==> src/rtl/wb_dual_master_arbiter_if.sv <==
// Bus bundle for wb_dual_master_arbiter.
// Carries both master request/response groups, the shared slave-side
// request/response group and the ownership indication.
//   slave  modport : the arbiter's view (i_* inputs, o_* outputs)
//   master modport : the surrounding environment's view (drives i_*, reads o_*)
interface wb_dual_master_arbiter_if #(
  parameter int AW = 32,
  parameter int DW = 32
);
  // master A (DEPP bridge)
  logic          i_a_cyc;
  logic          i_a_stb;
  logic          i_a_we;
  logic [AW-1:0] i_a_addr;
  logic [DW-1:0] i_a_data;
  logic          o_a_ack;
  logic          o_a_stall;
  logic          o_a_err;
  // master B (parallel-port bridge)
  logic          i_b_cyc;
  logic          i_b_stb;
  logic          i_b_we;
  logic [AW-1:0] i_b_addr;
  logic [DW-1:0] i_b_data;
  logic          o_b_ack;
  logic          o_b_stall;
  logic          o_b_err;
  // shared read data and slave side
  logic [DW-1:0] o_rd_data;
  logic          o_wb_cyc;
  logic          o_wb_stb;
  logic          o_wb_we;
  logic [AW-1:0] o_wb_addr;
  logic [DW-1:0] o_wb_data;
  logic          i_wb_ack;
  logic          i_wb_stall;
  logic          i_wb_err;
  logic [DW-1:0] i_wb_data;
  // {B owns, A owns}
  logic [1:0]    o_grant;

  modport slave (
    input  i_a_cyc, i_a_stb, i_a_we, i_a_addr, i_a_data,
    output o_a_ack, o_a_stall, o_a_err,
    input  i_b_cyc, i_b_stb, i_b_we, i_b_addr, i_b_data,
    output o_b_ack, o_b_stall, o_b_err,
    output o_rd_data,
    output o_wb_cyc, o_wb_stb, o_wb_we, o_wb_addr, o_wb_data,
    input  i_wb_ack, i_wb_stall, i_wb_err, i_wb_data,
    output o_grant
  );

  modport master (
    output i_a_cyc, i_a_stb, i_a_we, i_a_addr, i_a_data,
    input  o_a_ack, o_a_stall, o_a_err,
    output i_b_cyc, i_b_stb, i_b_we, i_b_addr, i_b_data,
    input  o_b_ack, o_b_stall, o_b_err,
    input  o_rd_data,
    input  o_wb_cyc, o_wb_stb, o_wb_we, o_wb_addr, o_wb_data,
    output i_wb_ack, i_wb_stall, i_wb_err, i_wb_data,
    input  o_grant
  );
endinterface

==> src/rtl/wb_dual_master_arbiter.sv <==
// Two-master round-robin arbiter for a pipelined Wishbone slave bus.
// Ownership is decided per bus cycle (cyc) from a registered owner; request
// fields are muxed from that owner and responses are steered to it only.
// Ports:
//   i_clk    system clock, rising edge
//   i_rst_n  asynchronous active-low reset
//   bus      wb_dual_master_arbiter_if.slave: master A/B requests and
//            responses, slave-side request/response, o_grant {B, A}
// Optional: define WBARB_TIMEOUT_EN to add a bus watchdog (TIMEOUT_CYCLES)
// that errors the owner and drains the bus when the slave stops answering.
module wb_dual_master_arbiter #(
  parameter int AW             = 32,
  parameter int DW             = 32,
  parameter int TIMEOUT_CYCLES = 1024
) (
  input  logic                      i_clk,
  input  logic                      i_rst_n,
  wb_dual_master_arbiter_if.slave   bus
);

`ifdef WBARB_TIMEOUT_EN
  typedef enum logic [1:0] {IDLE, OWN_A, OWN_B, DRAIN} state_t;
`else
  typedef enum logic [1:0] {IDLE, OWN_A, OWN_B} state_t;
`endif

  state_t     state;
  logic       last_b;   // last released owner was B
  logic [1:0] grant;
  logic       own_a;
  logic       own_b;
  logic       a_live;   // A owns and still holds cyc
  logic       b_live;
  logic       hit;      // watchdog expiry this cycle

  always_comb begin
    own_a  = (state == OWN_A);
    own_b  = (state == OWN_B);
    a_live = own_a & bus.i_a_cyc;
    b_live = own_b & bus.i_b_cyc;
  end

`ifdef WBARB_TIMEOUT_EN
  localparam int CW = $clog2(TIMEOUT_CYCLES) + 1;
  logic [CW-1:0] cnt;

  // Counts owned cycles with cyc held; any slave response, or any cycle
  // without a live owner (covers every new grant), restarts it.
  always_ff @(posedge i_clk or negedge i_rst_n) begin
    if (!i_rst_n) begin
      cnt <= '0;
    end else if (!(a_live | b_live) || bus.i_wb_ack || bus.i_wb_err) begin
      cnt <= '0;
    end else begin
      cnt <= cnt + 1'b1;
    end
  end

  always_comb begin
    hit = (a_live | b_live) & ~bus.i_wb_ack & ~bus.i_wb_err &
          (cnt == CW'(TIMEOUT_CYCLES - 1));
  end
`else
  always_comb begin
    hit = 1'b0;
  end
`endif

  always_ff @(posedge i_clk or negedge i_rst_n) begin
    if (!i_rst_n) begin
      state  <= IDLE;
      last_b <= 1'b1;
      grant  <= '0;
    end else begin
      case (state)
        IDLE: begin
          // On a tie the master that did not own last wins.
          if (bus.i_a_cyc && (!bus.i_b_cyc || last_b)) begin
            state <= OWN_A;
            grant <= 2'b01;
          end else if (bus.i_b_cyc) begin
            state <= OWN_B;
            grant <= 2'b10;
          end
        end
        OWN_A: begin
`ifdef WBARB_TIMEOUT_EN
          if (hit) begin
            state  <= DRAIN;
            grant  <= '0;
            last_b <= 1'b0;
          end else
`endif
          if (!bus.i_a_cyc) begin
            last_b <= 1'b0;
            if (bus.i_b_cyc) begin
              state <= OWN_B;
              grant <= 2'b10;
            end else begin
              state <= IDLE;
              grant <= '0;
            end
          end
        end
        OWN_B: begin
`ifdef WBARB_TIMEOUT_EN
          if (hit) begin
            state  <= DRAIN;
            grant  <= '0;
            last_b <= 1'b1;
          end else
`endif
          if (!bus.i_b_cyc) begin
            last_b <= 1'b1;
            if (bus.i_a_cyc) begin
              state <= OWN_A;
              grant <= 2'b01;
            end else begin
              state <= IDLE;
              grant <= '0;
            end
          end
        end
`ifdef WBARB_TIMEOUT_EN
        // last_b already names the timed-out owner; wait for it to let go.
        DRAIN: begin
          if (last_b ? !bus.i_b_cyc : !bus.i_a_cyc) begin
            state <= IDLE;
          end
        end
`endif
        default: begin
          state <= IDLE;
          grant <= '0;
        end
      endcase
    end
  end

  // Request side follows the registered owner; dropping cyc or a watchdog
  // expiry takes the slave bus low in the same cycle.
  always_comb begin
    bus.o_wb_cyc  = (a_live | b_live) & ~hit;
    bus.o_wb_stb  = ((a_live & bus.i_a_stb) | (b_live & bus.i_b_stb)) & ~hit;
    bus.o_wb_we   = ((a_live & bus.i_a_we) | (b_live & bus.i_b_we)) & ~hit;
    bus.o_wb_addr = '0;
    bus.o_wb_data = '0;
    if (own_a) begin
      bus.o_wb_addr = bus.i_a_addr;
      bus.o_wb_data = bus.i_a_data;
    end else if (own_b) begin
      bus.o_wb_addr = bus.i_b_addr;
      bus.o_wb_data = bus.i_b_data;
    end
    bus.o_a_ack   = a_live & bus.i_wb_ack;
    bus.o_a_err   = a_live & (bus.i_wb_err | hit);
    bus.o_a_stall = (a_live & ~hit) ? bus.i_wb_stall : 1'b1;
    bus.o_b_ack   = b_live & bus.i_wb_ack;
    bus.o_b_err   = b_live & (bus.i_wb_err | hit);
    bus.o_b_stall = (b_live & ~hit) ? bus.i_wb_stall : 1'b1;
    bus.o_rd_data = bus.i_wb_data;
    bus.o_grant   = grant;
  end

endmodule

==> src/flat_wrapper.sv <==
// flat-port wrapper written by rule: the top's interface ports become plain ports
module wb_dual_master_arbiter_flat 
#(
  parameter int AW             = 32,
  parameter int DW             = 32,
  parameter int TIMEOUT_CYCLES = 1024
)
  (i_clk, i_rst_n, bus_i_a_cyc, bus_i_a_stb, bus_i_a_we, bus_i_a_addr, bus_i_a_data, bus_o_a_ack, bus_o_a_stall, bus_o_a_err, bus_i_b_cyc, bus_i_b_stb, bus_i_b_we, bus_i_b_addr, bus_i_b_data, bus_o_b_ack, bus_o_b_stall, bus_o_b_err, bus_o_rd_data, bus_o_wb_cyc, bus_o_wb_stb, bus_o_wb_we, bus_o_wb_addr, bus_o_wb_data, bus_i_wb_ack, bus_i_wb_stall, bus_i_wb_err, bus_i_wb_data, bus_o_grant);
  wb_dual_master_arbiter_if #(.AW(AW), .DW(DW)) bus_i ();
  input  logic i_clk;
  input  logic i_rst_n;
  input wire logic [$bits(bus_i.i_a_cyc)-1:0] bus_i_a_cyc;
  input wire logic [$bits(bus_i.i_a_stb)-1:0] bus_i_a_stb;
  input wire logic [$bits(bus_i.i_a_we)-1:0] bus_i_a_we;
  input wire logic [$bits(bus_i.i_a_addr)-1:0] bus_i_a_addr;
  input wire logic [$bits(bus_i.i_a_data)-1:0] bus_i_a_data;
  output wire logic [$bits(bus_i.o_a_ack)-1:0] bus_o_a_ack;
  output wire logic [$bits(bus_i.o_a_stall)-1:0] bus_o_a_stall;
  output wire logic [$bits(bus_i.o_a_err)-1:0] bus_o_a_err;
  input wire logic [$bits(bus_i.i_b_cyc)-1:0] bus_i_b_cyc;
  input wire logic [$bits(bus_i.i_b_stb)-1:0] bus_i_b_stb;
  input wire logic [$bits(bus_i.i_b_we)-1:0] bus_i_b_we;
  input wire logic [$bits(bus_i.i_b_addr)-1:0] bus_i_b_addr;
  input wire logic [$bits(bus_i.i_b_data)-1:0] bus_i_b_data;
  output wire logic [$bits(bus_i.o_b_ack)-1:0] bus_o_b_ack;
  output wire logic [$bits(bus_i.o_b_stall)-1:0] bus_o_b_stall;
  output wire logic [$bits(bus_i.o_b_err)-1:0] bus_o_b_err;
  output wire logic [$bits(bus_i.o_rd_data)-1:0] bus_o_rd_data;
  output wire logic [$bits(bus_i.o_wb_cyc)-1:0] bus_o_wb_cyc;
  output wire logic [$bits(bus_i.o_wb_stb)-1:0] bus_o_wb_stb;
  output wire logic [$bits(bus_i.o_wb_we)-1:0] bus_o_wb_we;
  output wire logic [$bits(bus_i.o_wb_addr)-1:0] bus_o_wb_addr;
  output wire logic [$bits(bus_i.o_wb_data)-1:0] bus_o_wb_data;
  input wire logic [$bits(bus_i.i_wb_ack)-1:0] bus_i_wb_ack;
  input wire logic [$bits(bus_i.i_wb_stall)-1:0] bus_i_wb_stall;
  input wire logic [$bits(bus_i.i_wb_err)-1:0] bus_i_wb_err;
  input wire logic [$bits(bus_i.i_wb_data)-1:0] bus_i_wb_data;
  output wire logic [$bits(bus_i.o_grant)-1:0] bus_o_grant;
  assign bus_i.i_a_cyc = bus_i_a_cyc;
  assign bus_i.i_a_stb = bus_i_a_stb;
  assign bus_i.i_a_we = bus_i_a_we;
  assign bus_i.i_a_addr = bus_i_a_addr;
  assign bus_i.i_a_data = bus_i_a_data;
  assign bus_o_a_ack = bus_i.o_a_ack;
  assign bus_o_a_stall = bus_i.o_a_stall;
  assign bus_o_a_err = bus_i.o_a_err;
  assign bus_i.i_b_cyc = bus_i_b_cyc;
  assign bus_i.i_b_stb = bus_i_b_stb;
  assign bus_i.i_b_we = bus_i_b_we;
  assign bus_i.i_b_addr = bus_i_b_addr;
  assign bus_i.i_b_data = bus_i_b_data;
  assign bus_o_b_ack = bus_i.o_b_ack;
  assign bus_o_b_stall = bus_i.o_b_stall;
  assign bus_o_b_err = bus_i.o_b_err;
  assign bus_o_rd_data = bus_i.o_rd_data;
  assign bus_o_wb_cyc = bus_i.o_wb_cyc;
  assign bus_o_wb_stb = bus_i.o_wb_stb;
  assign bus_o_wb_we = bus_i.o_wb_we;
  assign bus_o_wb_addr = bus_i.o_wb_addr;
  assign bus_o_wb_data = bus_i.o_wb_data;
  assign bus_i.i_wb_ack = bus_i_wb_ack;
  assign bus_i.i_wb_stall = bus_i_wb_stall;
  assign bus_i.i_wb_err = bus_i_wb_err;
  assign bus_i.i_wb_data = bus_i_wb_data;
  assign bus_o_grant = bus_i.o_grant;
  wb_dual_master_arbiter #(.AW(AW), .DW(DW), .TIMEOUT_CYCLES(TIMEOUT_CYCLES)) u_core (.i_clk(i_clk), .i_rst_n(i_rst_n), .bus(bus_i));
endmodule
==> config.mk <==
export PLATFORM = sky130hd
export DESIGN_NAME = wb_dual_master_arbiter_flat
export DESIGN_NICKNAME = d
export VERILOG_FILES = /design/src/rtl/wb_dual_master_arbiter_if.sv /design/src/rtl/wb_dual_master_arbiter.sv /design/src/flat_wrapper.sv
export SDC_FILE = /design/constraint.sdc
export NUM_CORES = 1
export LEC_CHECK = 0
export BUFFER_PORTS_ARGS = -buffer_cell sky130_fd_sc_hd__buf_2
export CORE_AREA = 2 2 108 110
export CTS_CLUSTER_DIAMETER = 150
export CTS_CLUSTER_SIZE = 12
export DETAILED_ROUTE_END_ITERATION = 10
export DIE_AREA = 0 0 110 112
export HOLD_SLACK_MARGIN = 0.12
export PLACE_DENSITY = 0.48
export SLEW_MARGIN = 20
export SYNTH_ARGS = -nofsm -noshare
export SYNTH_HDL_FRONTEND = slang
export SYNTH_SLANG_ARGS = --single-unit
==> constraint.sdc <==
create_clock -name i_clk -period 1.31 [get_ports i_clk]
set_input_delay 0.262 -clock i_clk [delete_from_list [all_inputs] [get_ports i_clk]]
set_output_delay 0.262 -clock i_clk [all_outputs]
set_load 0.05 [all_outputs]
==> impl_metrics.json <==
{
  "status": "finished with violations",
  "failed_checks": "negative setup slack",
  "ir_worst_vdd_uv": 515,
  "fp-row-count": 39,
  "track_usage_pct": 9.49,
  "slowest_stage": "dfrtp_2",
  "min_period_over_period_pct": 130,
  "p_leak_nw": 1.63,
  "synth_top_area_share_pct": 47.9,
  "synth_nets": 314,
  "cp_max_fo": 36,
  "hold_depth": 3,
  "grt_max_degree": 37,
  "antenna_found_initial": 0,
  "criticalPathCategory": "reg2out",
  "fmax_mhz": 589,
  "wl_per_cell_um": 14.1,
  "r2r_cells": 4,
  "setup_viol": 73,
  "startpoint_type": "register",
  "start_util_pct": 10.6,
  "maxSlewViolCount": 0,
  "cp_data_arrival_time_ns": 1.44,
  "hp-class": "in2reg",
  "placedInstanceArea_sq_um": 2510,
  "hold_viol": 0,
  "die_h_um": 112,
  "gp_congestion": 0.689,
  "num-nets-final": 489,
  "yosys_warnings": 0,
  "area_delta_synth_final_pct": 168,
  "synthCells": 143,
  "drt_iter0_markers": 42,
  "synthFlopType": "dfrtp_1",
  "dp_hpwl_um": 5260,
  "cp_common_cell": "buf_12",
  "die-area_sq_um": 12300,
  "die_w_um": 110,
  "grt_pass1_wl_um": 8990,
  "synth_cell_types": 20,
  "grt_pass1_vias": 1922,
  "synth_area_leader_cell": "a22o_1",
  "crit_cells": 4,
  "synthTopCellsByArea": "a22o_1 48%, buf_4 21%, buf_6 7.6%",
  "ioPinCount": 278,
  "grt-ovfl-total": 0,
  "clkLatencyLatePin_ns": 0.22,
  "critPathBufInv": 2,
  "cp_cell_sequence": "nor2b_4 > buf_12 > a22o_2 > buf_12",
  "numCtsBuffers": 3,
  "vias_per_cell": 4.14,
  "yosys_register_bits": 3,
  "fin_setup_tns_ns": -25.44,
  "coreArea_sq_um": 11200,
  "p_per_area_nw_per_um2": 1350,
  "skew_ns": 0.00352,
  "vias": 1906,
  "drive_gt1_share_pct": 94.3,
  "relSlewSlack_pct": 87.1,
  "clk_path_buf_depth": 2,
  "htreeDepth": 1,
  "worst_pin_slew_ns": 0.194,
  "cts.clk_slew.worst_paths_ns": 0.03,
  "first_pass_iters": 4,
  "post_cts_buffers": 0,
  "power_mw": 4.29,
  "fillers": 1157,
  "postLayoutCellArea_sq_um": 3190,
  "yosysMostFrequentCell": "a22o_1",
  "drv_cap": 0,
  "rsz0062_at_grt": "true",
  "worstSetupEndpointType": "primary output",
  "worstPathRequired_ns": 1.05,
  "portBuffers": 213,
  "synth.top_cells.by_count": "65 x a22o_1, 34 x buf_4, 8 x buf_2, 8 x buf_6, 4 x and3_1",
  "cts_tree": "yes",
  "ys_seq_area_share_pct": 6.42,
  "crit_family": "flip-flops",
  "crit_path_max_incr_delay_ns": 0.42,
  "routed_wl_um": 6470,
  "postSynthAreaPerCell_sq_um": 8.31,
  "synth_area_sq_um": 1190,
  "final_core_util_pct": 28.5,
  "detail-route-antenna-nets": 0,
  "drc": 0,
  "fin_crit_ns": 1.70,
  "ys_async_sr_fraction_pct": 100,
  "synth_edf_count": 0,
  "cts-root-buf": "clkbuf_16",
  "worst_slack_ns": -0.388,
  "diodes": 0,
  "clock-sinks": 3
}
[report_power, final]
part | switching [mW] | internal (mW) | total, mW
clock network | 0.0774 | 0.401 | 0.478
registers | 0.0226 | 0.123 | 0.145
logic | 2.06 | 1.60 | 3.67
[final timing paths]
path                       slack, ns       startpoint                 to
setup / recovery               -0.39  u_core.state[1]  bus_o_wb_addr[31]
hold / removal                  0.36      bus_i_b_cyc    u_core.state[1]
setup reg to reg                0.26  u_core.state[0]    u_core.state[0]
hold reg to reg                 0.53    u_core.last_b      u_core.last_b
max in group asynchronous       0.73          i_rst_n      u_core.last_b
min in group asynchronous       0.38          i_rst_n    u_core.state[0]
[cell families (layout without fill, tap and decap cells)]
group / Yosys count / after routing / share of synthesized area (%)
compound gates: 72 / 72 / 51.5
simple gates: 17 / 17 / 9.37
buf+inv: 51 / 225 / 32.7
flops: 3 / 3 / 6.42
[flip-flops by register name, indices dropped and copies added, names as in the netlist]
| signal | count |
|---|---|
| u_core.state | 2 |
| u_core.last_b | 1 |
[through the flow]
stage	instances	hold slack [ns]	setup WS (ns)
4_1_cts	460	0.360	-0.404
5_1_grt	460	0.392	-0.448
6_report	460	0.361	-0.388
2_1_floorplan	143	-0.0336	-0.511
3_5_place_dp	455	0.0620	-0.244
3_3_place_gp	455	0.0579	-0.223
[layout make-up]
| cell class | instances | area [sq um] | share of cell area [%] |
|---|---|---|---|
| clock buffers | 4 | 78.8 | 2.47 |
| inverters | 1 | 3.75 | 0.118 |
| multi-input cells | 89 | 980 | 30.8 |
| flip-flops and latches | 3 | 78.8 | 2.47 |
| well taps | 143 | 179 | 5.62 |
| repair buffers | 220 | 1870 | 58.6 |
[worst reg2reg max path, cell delays in order, from the launching register on]
cell and delay [ns]:
dfrtp_2 0.42, buf_4 0.18, nor2_1 0.11, o22ai_1 0.07, and2_1 0.16
[layout by cell type, fill, tap and decap left out]
master and instances:
nand3_1 2, and2_1 1, inv_1 1, buf_6 23, nor2_1 2, buf_2 138, o21ai_0 2, dfstp_2 1
a22o_2 46, buf_8 41, nor2b_4 2, nor2b_1 1, clkbuf_1 1, nand2b_4 1, o22ai_2 2, and3_4 2
buf_12 13, o22a_1 1, dfrtp_2 2, a22o_4 19, nand2_1 2, nand3b_1 2, clkbuf_16 3, dlygate4sd3_1 1
a21oi_1 1, buf_4 4, and3_2 2, o22ai_1 1
[layer usage]
metal | vias up | global-route usage, % | share of wire (%)
met5 | - | 0 | 0
met4 | 0 | 2.78 | 2.1
met3 | 20 | 1.29 | 10
met2 | 128 | 20.3 | 57
met1 | 881 | 8.67 | 31
li1 | 877 | - | -
[what timing repair did]
| item | in CTS | in global routing |
|---|---|---|
| gates resized for setup | 132 | 42 |
| endpoints found under the hold margin | 3 | 0 |
| endpoints found under the setup margin | 75 | 73 |
| pin swaps | 3 | 1 |
| hold buffers | 1 | 0 |
(Power assumes the default switching activity.)
